`config.mk`:
```
export PLATFORM = sky130hd
export DESIGN_NAME = adc
export DESIGN_NICKNAME = d
export VERILOG_FILES = /design/src/rtl/adc_pkg.sv /design/src/rtl/adc_sclk_gen.sv /design/src/rtl/adc.sv
export SDC_FILE = /design/constraint.sdc
export NUM_CORES = 1
export LEC_CHECK = 0
export ABC_CLOCK_PERIOD_IN_PS = 2100
export BUFFER_PORTS_ARGS = -buffer_cell sky130_fd_sc_hd__buf_2
export CAP_MARGIN = 20
export CORE_ASPECT_RATIO = 0.9
export CORE_MARGIN = 2
export CORE_UTILIZATION = 30
export DETAILED_ROUTE_END_ITERATION = 10
export GPL_TIMING_DRIVEN = 1
export MAX_ROUTING_LAYER = met4
export PLACE_DENSITY = 0.44
export SYNTH_ARGS = -nofsm -noshare
export SYNTH_HDL_FRONTEND = slang
export SYNTH_SLANG_ARGS = --single-unit
export TNS_END_PERCENT = 30
```
`constraint.sdc`:
```
create_clock -name clk -period 2.1 [get_ports clk]
set_input_delay 0.315 -clock clk [delete_from_list [all_inputs] [get_ports clk]]
set_output_delay 0.315 -clock clk [all_outputs]
set_load 0.005 [all_outputs]
```
`src/rtl/adc_pkg.sv`:
```
// Shared constants for the ADC frame controller: parameter defaults and FSM state encoding.
package adc_pkg;

  localparam int CLK_DIV_DEF = 4;
  localparam int NBITS_DEF   = 16;
  localparam int QUIET_DEF   = 2;

  typedef logic [2:0] adc_state_t;

  localparam adc_state_t ST_IDLE  = 3'd0;
  localparam adc_state_t ST_SETUP = 3'd1;
  localparam adc_state_t ST_SHIFT = 3'd2;
  localparam adc_state_t ST_HOLD  = 3'd3;
  localparam adc_state_t ST_GAP   = 3'd4;

  // Chip select is deasserted only while idle or in the inter-frame quiet gap.
  function automatic logic cs_high(input adc_state_t s);
    return (s == ST_IDLE) || (s == ST_GAP);
  endfunction

endpackage

```
`src/rtl/adc_sclk_gen.sv`:
```
// Serial clock generator: one CLK_DIV-cycle sclk period per bit, low half first, idle high.
module adc_sclk_gen
  import adc_pkg::*;
#(
  parameter int CLK_DIV = CLK_DIV_DEF
) (
  input  logic clk_i,
  input  logic rst_ni,
  input  logic en_i,
  input  logic en_next_i,
  output logic sclk_o,
  output logic period_end_o
);

  localparam int HALF = CLK_DIV / 2;
  localparam int PW   = $clog2(CLK_DIV);

  logic [PW-1:0] pcnt_q, pcnt_d;
  logic          sclk_q, sclk_d;

  // The counter restarts at 0 on SHIFT entry, so sclk falls on the entry edge itself.
  always_comb begin
    pcnt_d = '0;
    if (en_next_i && en_i && (pcnt_q != PW'(CLK_DIV - 1))) begin
      pcnt_d = pcnt_q + 1'b1;
    end
    sclk_d = 1'b1;
    if (en_next_i) begin
      sclk_d = (pcnt_d >= PW'(HALF));
    end
  end

  always_ff @(posedge clk_i or negedge rst_ni) begin
    if (!rst_ni) begin
      pcnt_q <= '0;
      sclk_q <= 1'b1;
    end else begin
      pcnt_q <= pcnt_d;
      sclk_q <= sclk_d;
    end
  end

  assign sclk_o       = sclk_q;
  assign period_end_o = en_i && (pcnt_q == PW'(CLK_DIV - 1));

endmodule

```
`src/rtl/adc.sv`:
```
// ADC frame controller: on a conversion request drives cs low and clocks NBITS sclk periods.
module adc
  import adc_pkg::*;
#(
  parameter int CLK_DIV = CLK_DIV_DEF,
  parameter int NBITS   = NBITS_DEF,
  parameter int QUIET   = QUIET_DEF
) (
  input  logic       clk,
  input  logic       rst_n,
  input  logic       rvs,
  output logic       cs,
  output logic       sclk,
  output adc_state_t dbg_state_o
);

  localparam int HALF     = CLK_DIV / 2;
  localparam int WAIT_MAX = (HALF > QUIET) ? HALF : QUIET;
  localparam int WW       = $clog2(WAIT_MAX + 1);
  localparam int BW       = (NBITS > 1) ? $clog2(NBITS) : 1;

  generate
    if ((CLK_DIV < 2) || ((CLK_DIV % 2) != 0)) begin : g_bad_clk_div
      $error("adc: CLK_DIV must be even and >= 2");
    end
    if (NBITS < 1) begin : g_bad_nbits
      $error("adc: NBITS must be >= 1");
    end
    if (QUIET < 1) begin : g_bad_quiet
      $error("adc: QUIET must be >= 1");
    end
  endgenerate

  adc_state_t    state_q, state_d;
  logic [WW-1:0] wait_q, wait_d;
  logic [BW-1:0] bit_q, bit_d;
  logic          cs_q, cs_d;
  logic          period_end;
  logic          sclk_w;

  always_comb begin
    state_d = state_q;
    wait_d  = wait_q;
    bit_d   = bit_q;
    case (state_q)
      ST_IDLE: begin
        if (rvs) begin
          state_d = ST_SETUP;
          wait_d  = '0;
        end
      end
      ST_SETUP: begin
        if (wait_q == WW'(HALF - 1)) begin
          state_d = ST_SHIFT;
          wait_d  = '0;
        end else begin
          wait_d = wait_q + 1'b1;
        end
      end
      ST_SHIFT: begin
        if (period_end) begin
          if (bit_q == BW'(NBITS - 1)) begin
            state_d = ST_HOLD;
            bit_d   = '0;
          end else begin
            bit_d = bit_q + 1'b1;
          end
        end
      end
      ST_HOLD: begin
        if (wait_q == WW'(HALF - 1)) begin
          state_d = ST_GAP;
          wait_d  = '0;
        end else begin
          wait_d = wait_q + 1'b1;
        end
      end
      ST_GAP: begin
        if (wait_q == WW'(QUIET - 1)) begin
          state_d = ST_IDLE;
          wait_d  = '0;
        end else begin
          wait_d = wait_q + 1'b1;
        end
      end
      default: begin
        state_d = ST_IDLE;
        wait_d  = '0;
        bit_d   = '0;
      end
    endcase
    // cs is registered from the next state so it moves on the same edge as the FSM.
    cs_d = cs_high(state_d);
  end

  always_ff @(posedge clk or negedge rst_n) begin
    if (!rst_n) begin
      state_q <= ST_IDLE;
      wait_q  <= '0;
      bit_q   <= '0;
      cs_q    <= 1'b1;
    end else begin
      state_q <= state_d;
      wait_q  <= wait_d;
      bit_q   <= bit_d;
      cs_q    <= cs_d;
    end
  end

  adc_sclk_gen #(
    .CLK_DIV(CLK_DIV)
  ) u_sclk_gen (
    .clk_i       (clk),
    .rst_ni      (rst_n),
    .en_i        (state_q == ST_SHIFT),
    .en_next_i   (state_d == ST_SHIFT),
    .sclk_o      (sclk_w),
    .period_end_o(period_end)
  );

  assign cs          = cs_q;
  assign sclk        = sclk_w;
  assign dbg_state_o = state_q;

endmodule

```
# After elaboration in Yosys (flattened, before gate mapping)
# Cells that the tools add are included.
# W data, S select, Z words.
# totals
out_inout_bits,5
ff_bits,13
input_bits,3
wordCells,49
# op_classes
n_bitwise,2
add_sub_neg,3
n_lt_le_gt_ge,1
mux,15
n_eq_ne,12
reduce_logical,10
# op_table
cell,count
$mux W3,6
$pmux W3 S5,1
$eq A3 B2 Y1 const B,3
$mux W4,2
$pmux W4 S2,1
$eq A3 B3 Y1 const B,2
$logic_not A3 Y1,2
$mux W2,3
$ne A2 B2 Y1 const B,3
$pmux W2 S3,1
$add A2 B1 Y2 const B,2
$add A4 B1 Y4 const B,1
$eq A4 B4 Y1 const B,1
$reduce_and A2 Y1,2
$reduce_or A4 Y1,1
$eq A3 B1 Y1 const B,1
$logic_and A1 B1 Y1,3
$reduce_or A3 Y1,1
$eq A2 B1 Y1 const B,1
$eq A2 B2 Y1 const B,1
$ge A2 B2 Y1 const B,1
$not A1 Y1,2
$logic_or A1 B1 Y1,1
$mux W1,1

# Longest topological paths before layout
# Gate-level depths: netlist of run 1.
# logic_depth
depth_word,10
mapped_depth,5
ltp_nobuf,5

# By module
# From an unflattened synthesis of run 1, not the netlist that was laid out.
# unflattened
cells_unflattened,61
hier_area_um2,683.2
# by_module_without_submodules
mod,n_inst,seq_area_each_um2,area_per_inst_um2,cells_each
adc,1,251.5,551.8,52
adc_sclk_gen,1,76.3,131.4,9

# Worst setup path after synthesis of run 1
# Ideal clock, no wire load.
# synth_timing
path_type,register to register
from,"register state_q[0], in the netlist dbg_state_o[0]"
to,register bit_q[3]
path_slack_ns,0.575
setup_time_ns,0.066
t_required_ns,2.034
path_stages_with_launch,5
arrival_ns,1.459
cell_sequence,dfrtp_1 -> or3b_1 -> buf_2 -> or4_1 -> nand2_1
# synth_via
elab_chain_len,4
elab_cells_between_ends,11
cone_classes,eq/ne: 5; mux: 1; bitwise: 1; reduce/logical: 4
# synth_lines
item,line_no,text
from (decl),adc.sv:34,"adc_state_t state_q, state_d;"
from (signal assigned),adc.sv:103,state_q <= state_d;
"$eq A3 B2 Y1, or another cell as far along","adc.sv:45, adc.sv:115",
$logic_and A1 B1 Y1 / $reduce_or A4 Y1 (equally long branches),--,
$ne A2 B2 Y1 (no line) / $not A1 Y1 (equally long branches),--,
$reduce_and A2 Y1 (no line),--,
to (signal assigned),adc.sv:105,bit_q <= bit_d;
to (decl),adc.sv:36,"logic [BW-1:0] bit_q, bit_d;"
# Parallel ways exist; a longest one is shown, timed or not.
# A chain may end at the register's enable or synchronous reset.

# Worst setup path in the final report of run 1
# Ends and elaborated chain as after synthesis.

==> results of run 1 <==
[cell usage in the layout (no fill, tap or decap), types with 2 or more instances in the layout]
cell type	n
nand2b_1	3
dfstp_2	2
buf_4	3
dfrtp_1	11
nor2b_1	5
clkbuf_4	3
inv_1	2
nor2_1	5
a21oi_1	4
o21ai_0	4
nor3_1	5
o22ai_1	3
ha_1	2
buf_2	7
nand2_1	5
[critical path: cells and delay by family, from the launching register on]
family | cells | cell delay (ns)
AND/OR/NAND/NOR | 3 | 1.11
flip-flops | 1 | 0.41
[state kept, by name (all words and copies together), names as in the netlist]
name,flops
u_sclk_gen.sclk_o,1
cs,1
bit_q,4
u_sclk_gen.pcnt_q,2
dbg_state_o,3
wait_q,2
[cell type report]
cell class / instances / area [µm²]
Sequential cell: 13 / 328
Fill cell: 224 / 1360
Inverter: 2 / 7.51
Multi-Input combinational cell: 52 / 317
Timing Repair Buffer: 11 / 67.6
Tap cell: 27 / 33.8
Clock buffer: 4 / 26.3
[kinds of logic after synthesis]
logic type / share of synthesized area [%]
AOI/OAI and AO/OA: 17.0
xor gates and xnor gates: 1.31
adders and majority gates: 3.74
buffers and inverters: 3.74
DFF: 49.0
and+or+nand+nor: 25.2
[worst paths after layout]
check / endpoint / slack, ns / startpoint / cells past startpoint
setup / recovery: bit_q[3] / 0.53 / dbg_state_o[0] / 3
hold / removal: cs / 0.32 / rvs / 4
setup reg to reg: bit_q[3] / 0.53 / dbg_state_o[0] / 3
hold reg to reg: u_sclk_gen.pcnt_q[0] / 0.46 / u_sclk_gen.pcnt_q[0] / 1
max in group asynchronous: u_sclk_gen.sclk_o / 1.36 / rst_n / 2
min in group asynchronous: bit_q[3] / 0.45 / rst_n / 2
[stage by stage]
stage                     utilization, %  cell area [µm²]  cells  hold slack, ns  power [W]
after floorplan                        -              669     71          0.0194   0.000740
after global routing                36.4              779    109           0.328    0.00114
after global placement              34.7              743    104           0.225   0.000894
final                               36.4              779    109           0.315    0.00104
after detailed placement            34.7              743    104           0.227   0.000890
after CTS                           36.4              779    109           0.306    0.00106
[metal layers]
| layer | part of all wire [%] | up-vias |
|---|---|---|
| met3 | 4.1 | 2 |
| met1 | 48 | 263 |
| met5 | 0 | - |
| met4 | 0.95 | 0 |
| li1 | - | 274 |
| met2 | 46 | 7 |
[power by group through the flow]
stage	clock network, W	registers [W]	logic (W)
finish	0.000155	0.000400	0.000480
global placement	0	0.000403	0.000490
CTS	0.000168	0.000402	0.000488
detailed placement	0	0.000406	0.000484
global route	0.000183	0.000413	0.000546
floorplan	0	0.000407	0.000333
==> flow_summary.yaml, run 1 <==
outcome:
  outcome: "finished, final reports clean"
layout:
  syn2layout_area_growth_pct: 16.4
  num_antenna_cells: 0
  drive_gt1_share_pct: 19.5
  final_nets: 88
critical_path:
  crit_path_start_kind: "register"
  crit_type: "reg2reg"
  cp_max_fo: 6
  crit_path_top_delay_cell: "or4_1"
  end_kind: "register"
  crit_path_cell_trace: "or3b_1 > or4_1 > nand2_1"
  worst_ep_arrival_time_ns: 1.79
  max_stage_delay_ns: 0.54
  worstPathRequired_ns: 2.32
grt:
  grt_first_pass_wirelength_um: 2370
  grt_pass1_vias: 531
  globalRouteTotalUtil_pct: 13.1
  grt_max_degree: 14
  use_met1_pct: 16.4
  grt.overflow.total: 0
  grt.busiest_layer: "met2"
  grt_use_met2_pct: 18.5
  antenna_found_initial: 0
  grtUsageMet3_pct: 6.44
route:
  routed_wl_um: 1370
  postRouteAntennaNets: 0
  drc: 0
  vias: 546
  drt-initial-drc-count: 2
  firstDrtPassIters: 3
  routedWlPerCell_um: 12.6
  viasPerCell: 5.01
clock_network:
  clkTransAtPathRegs_ns: 0.08
  clk_path_buf_depth: 2
  cts_resized: 0
  cts.sinks: 13
  numCtsBuffers: 3
  insertion_delay_ns: 0.28
  htreeDepth: 1
  post-cts-setup-buffers: 0
  cts_hold_buf: 1
  cts_tree: "yes"
  cts-root-buf: "clkbuf_4"
floorplanning:
  rows: 16
  core_area_um2: 2140
  dieArea_um2: 2630
  dieWidth_um: 53.8
  io_pins: 8
  start_util_pct: 31.3
  die_y_um: 48.8
yosys:
  ys_types: 30
  netlist_top_cells_count: "11 x dfrtp_1, 5 x nand2_1, 5 x nor2_1, 5 x nor2b_1, 5 x nor3_1"
  syn-num-nets: 76
  synth_top_area_share_pct: 41.1
  ys_seq_elements: 13
  synth_edf_count: 0
  netlist_area_um2: 669
  synth-main-ff-cell: "dfrtp_1"
  synth_seq_area_share_pct: 49.0
  synthTopCellsByArea: "dfrtp_1 41%, dfstp_2 7.9%, nor2b_1 4.7%, ha_1 3.7%, nor3_1 3.7%"
  yosysMostFrequentCell: "dfrtp_1"
  synth_top_cell_by_area: "dfrtp_1"
  async_flop_share_pct: 100
  ys.warnings.count: 0
  netlist_instances: 71
  synth.avg_cell_area_um2: 9.43
sta:
  slew_headroom_pct: 72.8
  finalSetupViolCount: 0
  worstMarginPinSlew_ns: 0.408
  fmax_mhz: 637
  fin_tns_setup_ns: 0
  finalHoldViolCount: 0
  skew_ns: 0.00653
  min_period_ns: 1.57
  rsz0062_at_grt: "no"
  finalCritPeriodShare_pct: 74.7
  drv_slew: 0
  setup_slack_ns: 0.531
placed_design:
  globalplace.congestion: 0.720
  dpl.hpwl_um: 989
  pre_cts_ws_ns: 0.547
  portBuffers: 7
pwr:
  seq_power_share_pct: 38.6
  power.internal_w: 0.000638
  peakVddDrop_v: 0.000533
  combPwrFrac_pct: 46.4
  clock_power_share_pct: 15.0
  sw_frac_of_total_pct: 38.3
  pwr_density_cell_nw_per_um2: 1330
  power_leakage_nw: 0.359
  power_switching_w: 0.000397
hold_path:
  hp-class: "in2reg"
job:
  cap_violations: 0
No activity file was read; power rests on OpenSTA's default activity.
==> run 2: changes to the inputs <==
ABC_CLOCK_PERIOD_IN_PS = 1600   (was 2100)
clock period = 1.6 ns   (was 2.1 ns; I/O delays follow)
==> flow_summary.yaml, run 2 (same netlist as run 1, synthesis figures left out) <==
placed_design:
  globalplace.congestion: 0.704
  place_inst: 105
  dpl.hpwl_um: 1010
  portBuffers: 7
  pre_cts_ws_ns: 0.0349
clock_network:
  clk_path_buf_depth: 2
  htreeDepth: 1
  cts_tree: "yes"
  clkTransAtPathRegs_ns: 0.07
  insertion_delay_ns: 0.27
  cts.sinks: 13
  cts-root-buf: "clkbuf_4"
  numCtsBuffers: 3
layout:
  most-common-layout-cells: "11 x dfrtp_1, 7 x buf_2"
  drive_gt1_share_pct: 22.6
  finalNonFillerCells: 111
  regArea_um2: 328
  fin_util_pct: 37.2
  final_nets: 90
  fillers: 224
  top_register: "bit_q"
  syn2layout_area_growth_pct: 19.1
  final_common_cell: "dfrtp_1"
  multi_input_comb_area_um2: 319
  largest_reg_flops: 4
  num_antenna_cells: 0
critical_path:
  cp_top_family: "simple AND/OR/NAND/NOR gates"
  worstPathRequired_ns: 1.80
  crit_type: "reg2reg"
  crit_path_top_delay_cell: "dfrtp_1"
  worst_ep_arrival_time_ns: 1.74
  reg2reg_from: "bit_q[0]"
  r2r_slack_ns: 0.06
  cp_max_fo: 3
  end_kind: "register"
  crit_buf_inv: 0
  rr_worst_depth: 5
  crit_path_cell_trace: "ha_1 > nand2_1 > nor2_1 > o32a_1 > or2_2"
  crit_path_start_kind: "register"
  rr_endpoint: "u_sclk_gen.sclk_o"
  max_stage_delay_ns: 0.41
hold_path:
  min_from: "rvs"
  hp-class: "in2reg"
  hold_end: "cs"
  hold_depth: 4
pwr:
  power_switching_w: 0.000518
  pwr_density_cell_nw_per_um2: 1740
  clock_power_share_pct: 14.4
  seq_power_share_pct: 37.6
  power_leakage_nw: 0.366
  peakVddDrop_v: 0.000802
  power.internal_w: 0.000866
  sw_frac_of_total_pct: 37.5
  combPwrFrac_pct: 48.0
route:
  drt-initial-drc-count: 7
  dr_wl_met3_um: 58
  dr_wl_met2_um: 634
  routed_wl_um: 1370
  postRouteAntennaNets: 0
  vias: 537
  topRoutingLayerUsed: "met4"
  firstDrtPassIters: 4
  routedWlPerCell_um: 12.4
  wl_met1_um: 669
  viasPerCell: 4.84
  drc: 0
floorplanning:
  core_area_um2: 2140
  start_util_pct: 31.3
  dieArea_um2: 2630
  io_pins: 8
  rows: 16
  dieWidth_um: 53.8
  die_y_um: 48.8
sta:
  fin_tns_setup_ns: 0
  finalHoldViolCount: 0
  skew_ns: 0.00374
  setup_slack_ns: 0.0554
  min_period_ns: 1.54
  worstMarginPinSlew_ns: 0.393
  finalCritPeriodShare_pct: 96.5
  finalSetupViolCount: 0
  slew_headroom_pct: 73.8
  drv_slew: 0
  fmax_mhz: 647
  rsz0062_at_grt: "no"
grt:
  grt.overflow.total: 0
  grt_pass1_vias: 511
  grt_first_pass_wirelength_um: 2410
  grt_max_degree: 14
  globalRouteTotalUtil_pct: 13.2
  antenna_found_initial: 0
outcome:
  outcome: "finished, final reports clean"
job:
  cap_violations: 0
[run 2: what timing repair did]
| item | 4_1_cts | 5_1_grt |
|---|---|---|
| setup buffers | 0 | 1 |
| hold buffers | 1 | 0 |
| endpoints found under the setup margin | 0 | 2 |
| gates resized for setup | 0 | 1 |
| endpoints found under the hold margin | 11 | 0 |
[run 2: power by group through the flow]
| stage | Combinational [W] | Clock (W) | Sequential [W] |
|---|---|---|---|
| floorplan | 0.000437 | 0 | 0.000534 |
| global placement | 0.000649 | 0 | 0.000530 |
| detailed placement | 0.000653 | 0 | 0.000535 |
| CTS | 0.000659 | 0.000212 | 0.000528 |
| global route | 0.000763 | 0.000234 | 0.000541 |
| finish | 0.000665 | 0.000199 | 0.000521 |
[run 2: worst max path at each step]
stage | cells after the start | slack, ns | endpoint | startpoint
6_report | 5 | 0.06 | u_sclk_gen.sclk_o | bit_q[0]
5_1_grt | 5 | 0.005 | u_sclk_gen.sclk_o | bit_q[1]
4_1_cts | 5 | 0.02 | u_sclk_gen.sclk_o | bit_q[0]
3_5_place_dp | 5 | 0.03 | u_sclk_gen.sclk_o | bit_q[0]
3_3_place_gp | 5 | 0.03 | u_sclk_gen.sclk_o | bit_q[0]
2_1_floorplan | 4 | 0.08 | bit_q[3] | dbg_state_o[0]
[run 2: cell type report]
cell class | count | area share (%)
Timing Repair Buffer | 13 | 10.4
Sequential cell | 13 | 41.1
Multi-Input combinational cell | 52 | 40.0
Tap cell | 27 | 4.24
Clock buffer | 4 | 3.30
Inverter | 2 | 0.942
[run 2: through the flow]
stage          instance area [µm²]  hold slack [ns]  total power [W]
2_1_floorplan                  669          -0.0556         0.000971
3_3_place_gp                   751            0.151          0.00118
3_5_place_dp                   751            0.148          0.00119
4_1_cts                        787            0.246          0.00140
5_1_grt                        797            0.264          0.00154
6_report                       797            0.254          0.00138
[run 2: per-layer routing]
layer,vias to the layer above,track usage [%]
met3,2,6.44
met2,6,18.7
met4,0,2.56
li1,281,-
met5,-,-
met1,248,17.0
[run 2: worst reg2reg max path, cell delays in order, from the launching register on]
cell     delay (ns)
dfrtp_1        0.41
ha_1           0.24
nand2_1        0.12
nor2_1         0.08
o32a_1         0.34
or2_2          0.28
==> run 3: changes to the inputs <==
PLACE_DENSITY = default   (was 0.44)
PLACE_DENSITY_LB_ADDON = 0.05   (was default)
==> flow_summary.yaml, run 3 (same netlist as run 1, synthesis figures left out) <==
sta:
  fin_tns_setup_ns: 0
  drv_slew: 0
  min_period_ns: 1.50
  finalSetupViolCount: 0
  finalHoldViolCount: 0
  finalCritPeriodShare_pct: 93.9
  slew_headroom_pct: 73.3
  hold_ws_ns: 0.229
  fmax_mhz: 666
  skew_ns: 0.000963
  worstMarginPinSlew_ns: 0.400
  rsz0062_at_grt: "no"
grt:
  grt_pass1_vias: 487
  globalRouteTotalUtil_pct: 12.8
  grt_first_pass_wirelength_um: 2320
  antenna_found_initial: 0
  grt.overflow.total: 0
  grt_max_degree: 14
pwr:
  seq_power_share_pct: 37.1
  peakVddDrop_v: 0.000594
  sw_frac_of_total_pct: 38.0
  combPwrFrac_pct: 48.1
  power.internal_w: 0.000879
  clock_power_share_pct: 14.8
  power_leakage_nw: 0.375
  power_switching_w: 0.000539
  pwr_density_cell_nw_per_um2: 1760
clock_network:
  cts.sinks: 13
  clkTransAtPathRegs_ns: 0.08
  cts_tree: "yes"
  insertion_delay_ns: 0.28
  htreeDepth: 1
  cts-root-buf: "clkbuf_4"
  clk_path_buf_depth: 2
  numCtsBuffers: 3
job:
  cap_violations: 0
critical_path:
  crit_path_start_kind: "register"
  crit_path_cell_trace: "ha_1 > nand2_2 > nor2_1 > o32a_1 > or2_2"
  crit_type: "reg2reg"
  crit_path_top_delay_cell: "dfrtp_1"
  worstPathRequired_ns: 1.81
  r2r_slack_ns: 0.1
  cp_max_fo: 4
  rr_worst_depth: 5
  end_kind: "register"
  worst_ep_arrival_time_ns: 1.72
  reg2reg_from: "bit_q[0]"
  max_stage_delay_ns: 0.42
  rr_endpoint: "u_sclk_gen.sclk_o"
hold_path:
  min_from: "rvs"
  hp-class: "in2reg"
  hold_depth: 4
  hold_end: "cs"
route:
  routedWlPerCell_um: 12.8
  routed_wl_um: 1430
  viasPerCell: 4.93
  postRouteAntennaNets: 0
  vias: 552
  drc: 0
  drt-initial-drc-count: 5
  firstDrtPassIters: 3
floorplanning:
  dieArea_um2: 2630
  rows: 16
  dieWidth_um: 53.8
  core_area_um2: 2140
  die_y_um: 48.8
  start_util_pct: 31.3
  io_pins: 8
layout:
  most-common-layout-cells: "11 x dfrtp_1, 7 x buf_2, 6 x buf_4"
  top_register: "bit_q"
  num_antenna_cells: 0
  fillers: 216
  final_nets: 91
  largest_reg_flops: 4
  final_common_cell: "dfrtp_1"
  drive_gt1_share_pct: 23.5
  syn2layout_area_growth_pct: 20.2
  finalNonFillerCells: 112
placed_design:
  place_inst: 106
  dpl.hpwl_um: 1000
  portBuffers: 7
  globalplace.congestion: 0.666
outcome:
  outcome: "finished, final reports clean"
run 3: changes by cell type in the layout (fill, tap and decap cells not counted), sizes merged:
cell	delta
buf	+1
run 3: worst max-delay path: cells and delay by family, from the launching register on:
family          cells  cell delay, ns
flops               1            0.42
simple gates        3            0.43
compound gates      1            0.33
fa+ha+maj           1            0.25
run 3: per-stage QoR:
step / worst slack, ns / power [W] / cell area (µm²) / util (%)
global route: 0.0141 / 0.00154 / 805 / 37.6
detailed placement: 0.0596 / 0.00120 / 758 / 35.4
finish: 0.0978 / 0.00142 / 805 / 37.6
CTS: 0.0329 / 0.00142 / 795 / 37.1
floorplan: 0.0753 / 0.000971 / 669 / -
global placement: 0.0503 / 0.00121 / 758 / 35.4
run 3: area by class of cell:
type	count	area (µm²)	area share, %
Timing Repair Buffer	14	90.1	11.2
Tap cell	27	33.8	4.20
Multi-Input combinational cell	52	319	39.7
Inverter	2	7.51	0.933
Clock buffer	4	26.3	3.27
Sequential cell	13	328	40.7
run 3: per-layer routing:
layer / part of all wire (%) / track usage, % / wire length, µm / vias to the layer above
met5: 0 / - / 0 / -
met4: 1.5 / 3.85 / 22 / 0
met3: 3.8 / 6.44 / 54 / 4
met2: 45 / 16.9 / 652 / 6
met1: 49 / 17.2 / 705 / 266
li1: - / - / - / 276
run 3: power groups by stage:
stage	Clock, W	Combinational, W	Sequential, W
after floorplan	0	0.000437	0.000534
after global placement	0	0.000674	0.000532
after detailed placement	0	0.000669	0.000535
after CTS	0.000220	0.000674	0.000528
after global routing	0.000237	0.000764	0.000541
final	0.000210	0.000681	0.000526
run 3: worst max-delay path by stage:
stage                              start                 to  cells after the start
floorplan                 dbg_state_o[0]           bit_q[3]                      4
global placement                bit_q[0]  u_sclk_gen.sclk_o                      5
detailed placement              bit_q[0]  u_sclk_gen.sclk_o                      5
CTS                             bit_q[0]  u_sclk_gen.sclk_o                      5
global route        u_sclk_gen.pcnt_q[0]           bit_q[0]                      5
finish                          bit_q[0]  u_sclk_gen.sclk_o                      5
run 3: repair_timing:
action                     CTS  global route
setup buffers                0             1
hold buffers                 1             0
resized for setup            0             1
setup endpoints to repair    0             1
hold endpoints to repair    11             0
